--- config.mk ---
export PLATFORM = sky130hd
export DESIGN_NAME = riscv_main_controller_flat
export DESIGN_NICKNAME = d
export VERILOG_FILES = /design/src/rtl/riscv_main_controller_if.sv /design/src/rtl/riscv_main_controller.sv /design/src/flat_wrapper.sv
export SDC_FILE = /design/constraint.sdc
export NUM_CORES = 1
export LEC_CHECK = 0
export BUFFER_PORTS_ARGS = -buffer_cell sky130_fd_sc_hd__buf_2
export CORE_AREA = 2 2 39 41
export CTS_CLUSTER_SIZE = 8
export DETAILED_ROUTE_END_ITERATION = 7
export DIE_AREA = 0 0 41 43
export GPL_ROUTABILITY_DRIVEN = 0
export PLACE_DENSITY = 0.65
export SETUP_SLACK_MARGIN = 0.2
export SLEW_MARGIN = 20
export SYNTH_ARGS = -nofsm -noshare
export SYNTH_HDL_FRONTEND = slang
export SYNTH_SLANG_ARGS = --single-unit
--- constraint.sdc ---
create_clock -name clk -period 0.8 [get_ports clk]
set_input_delay 0.04 -clock clk [delete_from_list [all_inputs] [get_ports clk]]
set_output_delay 0.04 -clock clk [all_outputs]
set_load 0.01 [all_outputs]
--- src/rtl/riscv_main_controller_if.sv ---
// riscv_main_controller_if
// Bus between the decode stage (master: supplies the opcode) and the main
// controller (slave: returns the registered control bundle).
// Optional macro CTRL_ILLEGAL_OPCODE_EN adds the registered 'illegal' flag.
interface riscv_main_controller_if;
  logic [6:0] opcode;
  logic [3:0] aluOp;
  logic       exec_a;
  logic       exec_b;
  logic       mem_w;
  logic       reg_w;
  logic       mem2reg;
  logic       bra;
  logic       jmp;
`ifdef CTRL_ILLEGAL_OPCODE_EN
  logic       illegal;
`endif

  modport master (
    output opcode,
    input  aluOp, exec_a, exec_b, mem_w, reg_w, mem2reg, bra, jmp
`ifdef CTRL_ILLEGAL_OPCODE_EN
    , input illegal
`endif
  );

  modport slave (
    input  opcode,
    output aluOp, exec_a, exec_b, mem_w, reg_w, mem2reg, bra, jmp
`ifdef CTRL_ILLEGAL_OPCODE_EN
    , output illegal
`endif
  );
endinterface

--- src/rtl/riscv_main_controller.sv ---
// riscv_main_controller
// RV32I main decoder: maps the 7-bit opcode to the datapath control bundle
// {aluOp[3:0], exec_a, exec_b, mem_w, reg_w, mem2reg, bra, jmp}, registered
// so it lines up with the decode/execute pipeline register (1-cycle latency).
// Optional macro CTRL_ILLEGAL_OPCODE_EN adds a registered 'illegal' flag that
// is set for any opcode outside the eleven recognised ones.
module riscv_main_controller (
  input  logic                          clk,
  input  logic                          rst_n,
  riscv_main_controller_if.slave        ctrl
);

  // Full 7-bit opcode encodings.
  localparam logic [6:0] OP_R       = 7'b0110011;
  localparam logic [6:0] OP_I_ARITH = 7'b0010011;
  localparam logic [6:0] OP_I_LOAD  = 7'b0000011;
  localparam logic [6:0] OP_S       = 7'b0100011;
  localparam logic [6:0] OP_B       = 7'b1100011;
  localparam logic [6:0] OP_J       = 7'b1101111;
  localparam logic [6:0] OP_I_JUMP  = 7'b1100111;
  localparam logic [6:0] OP_U_LUI   = 7'b0110111;
  localparam logic [6:0] OP_U_AUIPC = 7'b0010111;
  localparam logic [6:0] OP_I_SYS   = 7'b1110011;
  localparam logic [6:0] OP_I_FENCE = 7'b0001111;

  // ALU operation classes, refined later by the ALU control unit.
  typedef enum logic [3:0] {
    ALU_ADD    = 4'b0000,
    ALU_RTYPE  = 4'b0001,
    ALU_IARITH = 4'b0010,
    ALU_BRCMP  = 4'b0011,
    ALU_PASS_B = 4'b0100
  } alu_class_e;

  // Field order is the bundle word order, MSB first.
  typedef struct packed {
    alu_class_e alu_op;
    logic       exec_a;
    logic       exec_b;
    logic       mem_w;
    logic       reg_w;
    logic       mem2reg;
    logic       bra;
    logic       jmp;
  } ctrl_bundle_t;

  ctrl_bundle_t bundle_d, bundle_q;
`ifdef CTRL_ILLEGAL_OPCODE_EN
  logic illegal_d, illegal_q;
`endif

  // Combinational opcode decode into the next bundle value.
  always_comb begin
    // NOTE: every output gets a default first so no path leaves it unassigned,
    // which would infer a latch; unrecognised opcodes fall through to 0x000.
    bundle_d        = '0;
    bundle_d.alu_op = ALU_ADD;
`ifdef CTRL_ILLEGAL_OPCODE_EN
    illegal_d       = 1'b0;
`endif
    case (ctrl.opcode)
      OP_R: begin
        bundle_d.alu_op = ALU_RTYPE;
        bundle_d.reg_w  = 1'b1;
      end
      OP_I_ARITH: begin
        bundle_d.alu_op = ALU_IARITH;
        bundle_d.exec_b = 1'b1;
        bundle_d.reg_w  = 1'b1;
      end
      OP_I_LOAD: begin
        bundle_d.exec_b  = 1'b1;
        bundle_d.reg_w   = 1'b1;
        bundle_d.mem2reg = 1'b1;
      end
      OP_S: begin
        bundle_d.exec_b = 1'b1;
        bundle_d.mem_w  = 1'b1;
      end
      OP_B: begin
        // Compare uses rs1/rs2; the branch target adder is elsewhere.
        bundle_d.alu_op = ALU_BRCMP;
        bundle_d.bra    = 1'b1;
      end
      OP_J: begin
        bundle_d.exec_a = 1'b1;
        bundle_d.exec_b = 1'b1;
        bundle_d.reg_w  = 1'b1;
        bundle_d.jmp    = 1'b1;
      end
      OP_I_JUMP: begin
        bundle_d.exec_b = 1'b1;
        bundle_d.reg_w  = 1'b1;
        bundle_d.jmp    = 1'b1;
      end
      OP_U_LUI: begin
        bundle_d.alu_op = ALU_PASS_B;
        bundle_d.exec_b = 1'b1;
        bundle_d.reg_w  = 1'b1;
      end
      OP_U_AUIPC: begin
        bundle_d.exec_a = 1'b1;
        bundle_d.exec_b = 1'b1;
        bundle_d.reg_w  = 1'b1;
      end
      OP_I_SYS, OP_I_FENCE: begin
        // Recognised, but no datapath side effects.
      end
      default: begin
`ifdef CTRL_ILLEGAL_OPCODE_EN
        illegal_d = 1'b1;
`endif
      end
    endcase
  end

  // Output register: captures the decode every rising edge, cleared async.
  always_ff @(posedge clk or negedge rst_n) begin
    // NOTE: non-blocking assignments so all registers update together from
    // values sampled before the edge, avoiding simulation ordering races.
    if (!rst_n) begin
      bundle_q  <= '0;
`ifdef CTRL_ILLEGAL_OPCODE_EN
      illegal_q <= 1'b0;
`endif
    end else begin
      bundle_q  <= bundle_d;
`ifdef CTRL_ILLEGAL_OPCODE_EN
      illegal_q <= illegal_d;
`endif
    end
  end

  assign ctrl.aluOp   = bundle_q.alu_op;
  assign ctrl.exec_a  = bundle_q.exec_a;
  assign ctrl.exec_b  = bundle_q.exec_b;
  assign ctrl.mem_w   = bundle_q.mem_w;
  assign ctrl.reg_w   = bundle_q.reg_w;
  assign ctrl.mem2reg = bundle_q.mem2reg;
  assign ctrl.bra     = bundle_q.bra;
  assign ctrl.jmp     = bundle_q.jmp;
`ifdef CTRL_ILLEGAL_OPCODE_EN
  assign ctrl.illegal = illegal_q;
`endif

endmodule

--- src/flat_wrapper.sv ---
// flat-port wrapper written by rule: the top's interface ports become plain ports
module riscv_main_controller_flat 
  (clk, rst_n, ctrl_opcode, ctrl_aluOp, ctrl_exec_a, ctrl_exec_b, ctrl_mem_w, ctrl_reg_w, ctrl_mem2reg, ctrl_bra, ctrl_jmp);
  riscv_main_controller_if ctrl_i ();
  input  logic clk;
  input  logic rst_n;
  input wire logic [$bits(ctrl_i.opcode)-1:0] ctrl_opcode;
  output wire logic [$bits(ctrl_i.aluOp)-1:0] ctrl_aluOp;
  output wire logic [$bits(ctrl_i.exec_a)-1:0] ctrl_exec_a;
  output wire logic [$bits(ctrl_i.exec_b)-1:0] ctrl_exec_b;
  output wire logic [$bits(ctrl_i.mem_w)-1:0] ctrl_mem_w;
  output wire logic [$bits(ctrl_i.reg_w)-1:0] ctrl_reg_w;
  output wire logic [$bits(ctrl_i.mem2reg)-1:0] ctrl_mem2reg;
  output wire logic [$bits(ctrl_i.bra)-1:0] ctrl_bra;
  output wire logic [$bits(ctrl_i.jmp)-1:0] ctrl_jmp;
  assign ctrl_i.opcode = ctrl_opcode;
  assign ctrl_aluOp = ctrl_i.aluOp;
  assign ctrl_exec_a = ctrl_i.exec_a;
  assign ctrl_exec_b = ctrl_i.exec_b;
  assign ctrl_mem_w = ctrl_i.mem_w;
  assign ctrl_reg_w = ctrl_i.reg_w;
  assign ctrl_mem2reg = ctrl_i.mem2reg;
  assign ctrl_bra = ctrl_i.bra;
  assign ctrl_jmp = ctrl_i.jmp;
  riscv_main_controller u_core (.clk(clk), .rst_n(rst_n), .ctrl(ctrl_i));
endmodule
==> impl_results.md <==
- Post-synthesis compound-gate area fraction: 9.358%
- CORE AREA: 1384 um2
- Worst setup EP type: primary output
- Area Overhead vs Synth: 46.26%
- Hold Path Class: in2reg
- Worst slack at placement: -0.1108 ns
- Share of layout cells above drive strength 1: 51.52%
- Clock power share: 38.6%
- CTS Sinks: 10
- Pwr Density: 1593 nW/um2
- Switching part of the total: 21.46%
- Final core occ: 49.46%
- CTS Buf Count: 3
- Max-cap viol count: 0
- Boundary Pins: 20
- Status: complete, no violations
- RSZ-0062 raised after global routing: yes
- First-pass GRT wire length: 1324 um
- Share of total power in combinational logic: 14.4%
- Worst-path maximum fanout: 1
- Mapped Cells: 43
- DR pass1 iterations: 2
- Starting Density: 33.82%
- Mapped cell area: 467.9 um2
- Largest net degree at the start of global routing: 11
- Antenna violations before repair: 0
- Yosys warns: 0
- Worst Slack Setup Final: 0.01145 ns
- CP bufs+invs: 1
- Fmax: 1268 MHz
- Critical path data arrival time: 0.75 ns
- Clock root cell: clkbuf_4
- CTS H-tree lvls: 1
- XOR/XNOR Fraction of Synth Area: 1.872%
- Register bit total from synthesis: 10
- Site Rows: 14
- Synth unique cells: 21
- Gr usage total: 11.65%
- Proportion of synthesized area in mux cells: 0%
- Die extent in x: 41 um
- Syn nets: 52
- Crit-path leading delay family: flip-flops
- CTS max path bufs: 2
- Main combinational cell family by area after synthesis: simple AND/OR/NAND/NOR gates
- Total grt overflow: 0
- Largest stage delay, worst path: 0.38 ns
- N_diodes: 0
- DP HPWL: 711.6 um
- Most used cells in the layout excluding fill and tap cells: buf_2 (13), dfrtp_1 (10), nor2_1 (8)
- Worst EP required: 0.76 ns
- Lkg Pwr: 0.3339 nW
- Sw Pwr: 0.2341 mW
- Post-DRT Antenna Nets: 0
- Number of global-route vias before repair: 328
- Power share of the sequential group: 47.0%
- Int Power: 0.8565 mW
- Sequential area share after synthesis: 53.48%
- I/O Buffers: 18
- Final wirelength: 861 um
- Final net count: 76
- Commonest non-fill, non-tap cell in the layout: buf_2
- DR WL/cell: 10.50 um
- Mean post-synth cell area: 10.88 um2
- Top-area cell type share of the netlist area: 53.48%
- Vias: 377
- Area share of fa/ha/maj cells after synthesis: 0%
- Worst-path cell chain: buf_6
- Final cycle utilization of the critical path: 98.57%
- Number of DRC markers in iteration 0: 1
- Vias per cell: 4.598
- Reg clk slew, reported paths: 0.06 ns
- Total die area: 1763 um2
- Setup_tns: 0 ns
- DR DRC count: 0
- Top post-synthesis cells by area: dfrtp_1 (53%), nor2_1 (6.4%), nor4_2 (5.3%), buf_6 (4.8%), a21oi_1 (3.2%)
- CTS tree: yes
- CP max-delay cell: dfrtp_1
- # Post-CTS Setup Buffers: 0
- Final min period: 0.7886 ns
- Simple-Gate Fraction of Synth Area: 26.20%
- Die height: 43 um
- WS Path Type: reg2out
- Final setup viols: 0
- Fin. Hold Viols: 0
- Peak supply drop: 0.4962 mV
- Max Slew Vio Count: 0
- Cell taking the most area after synthesis: dfrtp_1
- Critical path launch point type: register
## synthesized netlist by cell type
master and instances:
a2111o_1 1, a21oi_1 3, a22oi_1 1, and3b_2 1, buf_2 1, buf_4 1, buf_6 2, conb_1 1
dfrtp_1 10, inv_1 1, nand2_1 3, nand3_1 1, nand3b_1 1, nor2_1 8, nor3_2 1, nor3b_2 1
nor4_2 2, o21ai_0 1, o21ai_1 1, or3_4 1, xnor2_1 1
## worst paths after layout
path | from | slack, ns | cells past startpoint | end
max in group asynchronous | rst_n | 0.46 | 2 | u_core.ctrl.mem2reg$_DFF_PN0_
worst max-delay path | u_core.ctrl.exec_a$_DFF_PN0_ | 0.01 | 1 | ctrl_exec_a
min in group asynchronous | rst_n | 0.16 | 2 | u_core.ctrl.bra$_DFF_PN0_
worst min-delay path | ctrl_opcode[2] | 0.04 | 3 | u_core.ctrl.reg_w$_DFF_PN0_
## tightest hold or removal path, cell delays in order
cell,delay (ns)
buf_6,0.10
nand2_1,0.05
a21oi_1,0.06
## state kept, by name, summed over array words and instances, names as in the netlist
| register | flops |
|---|---|
| u_core.ctrl.aluOp | 3 |
| u_core.ctrl.bra | 1 |
| u_core.ctrl.exec_a | 1 |
| u_core.ctrl.exec_b | 1 |
| u_core.ctrl.jmp | 1 |
| u_core.ctrl.mem2reg | 1 |
| u_core.ctrl.mem_w | 1 |
| u_core.ctrl.reg_w | 1 |
## timing repair
item,in CTS,in global routing
endpoints found under the setup margin,12,12
gates resized for setup,3,6
hold buffers,1,0
hold endpoints to repair,10,0
gates cloned,0,0
pin swaps,0,2
## layer usage
layer	wire length, um	vias up	global-route usage [%]
li1	-	189	-
met1	312	176	11.59
met5	0	-	0
met2	502	12	19.38
met4	0	0	10.00
met3	46	0	1.571
## kinds of logic (layout without fill, tap and decap cells)
kind of cell | Yosys count | in the layout
simple gates | 19 | 19
other cells | 1 | 1
xor+xnor | 1 | 1
flops | 10 | 10
buf+inv | 5 | 28
compound gates | 7 | 7
## cell type report
class / count / area (um2)
fill: 137 / 699.4
sequential: 10 / 250.2
multi-input combinational: 28 / 216.5
timing repair buffer: 23 / 157.7
clock buffer: 4 / 36.28
tap: 16 / 20.02
inverter: 1 / 3.754
## power by group through the flow
stage                     Combinational, mW  Clock (mW)  Sequential (mW)
after floorplan                      0.0830           0            0.526
after global placement                0.135           0            0.522
after detailed placement              0.138           0            0.522
after CTS                             0.147       0.435            0.513
after global routing                  0.172       0.456            0.513
final                                 0.157       0.421            0.513
## metrics by stage
step	cell area, um2	cells	hold slack (ns)	power [mW]
floorplan	498.0	43	-0.2556	0.6091
global placement	593.1	77	-0.1015	0.6566
finish	684.4	82	0.04353	1.091
detailed placement	593.1	77	-0.1000	0.6596
global route	684.4	82	0.05677	1.141
CTS	648.1	82	0.06808	1.094
No activity file was read; power rests on OpenSTA's default activity.
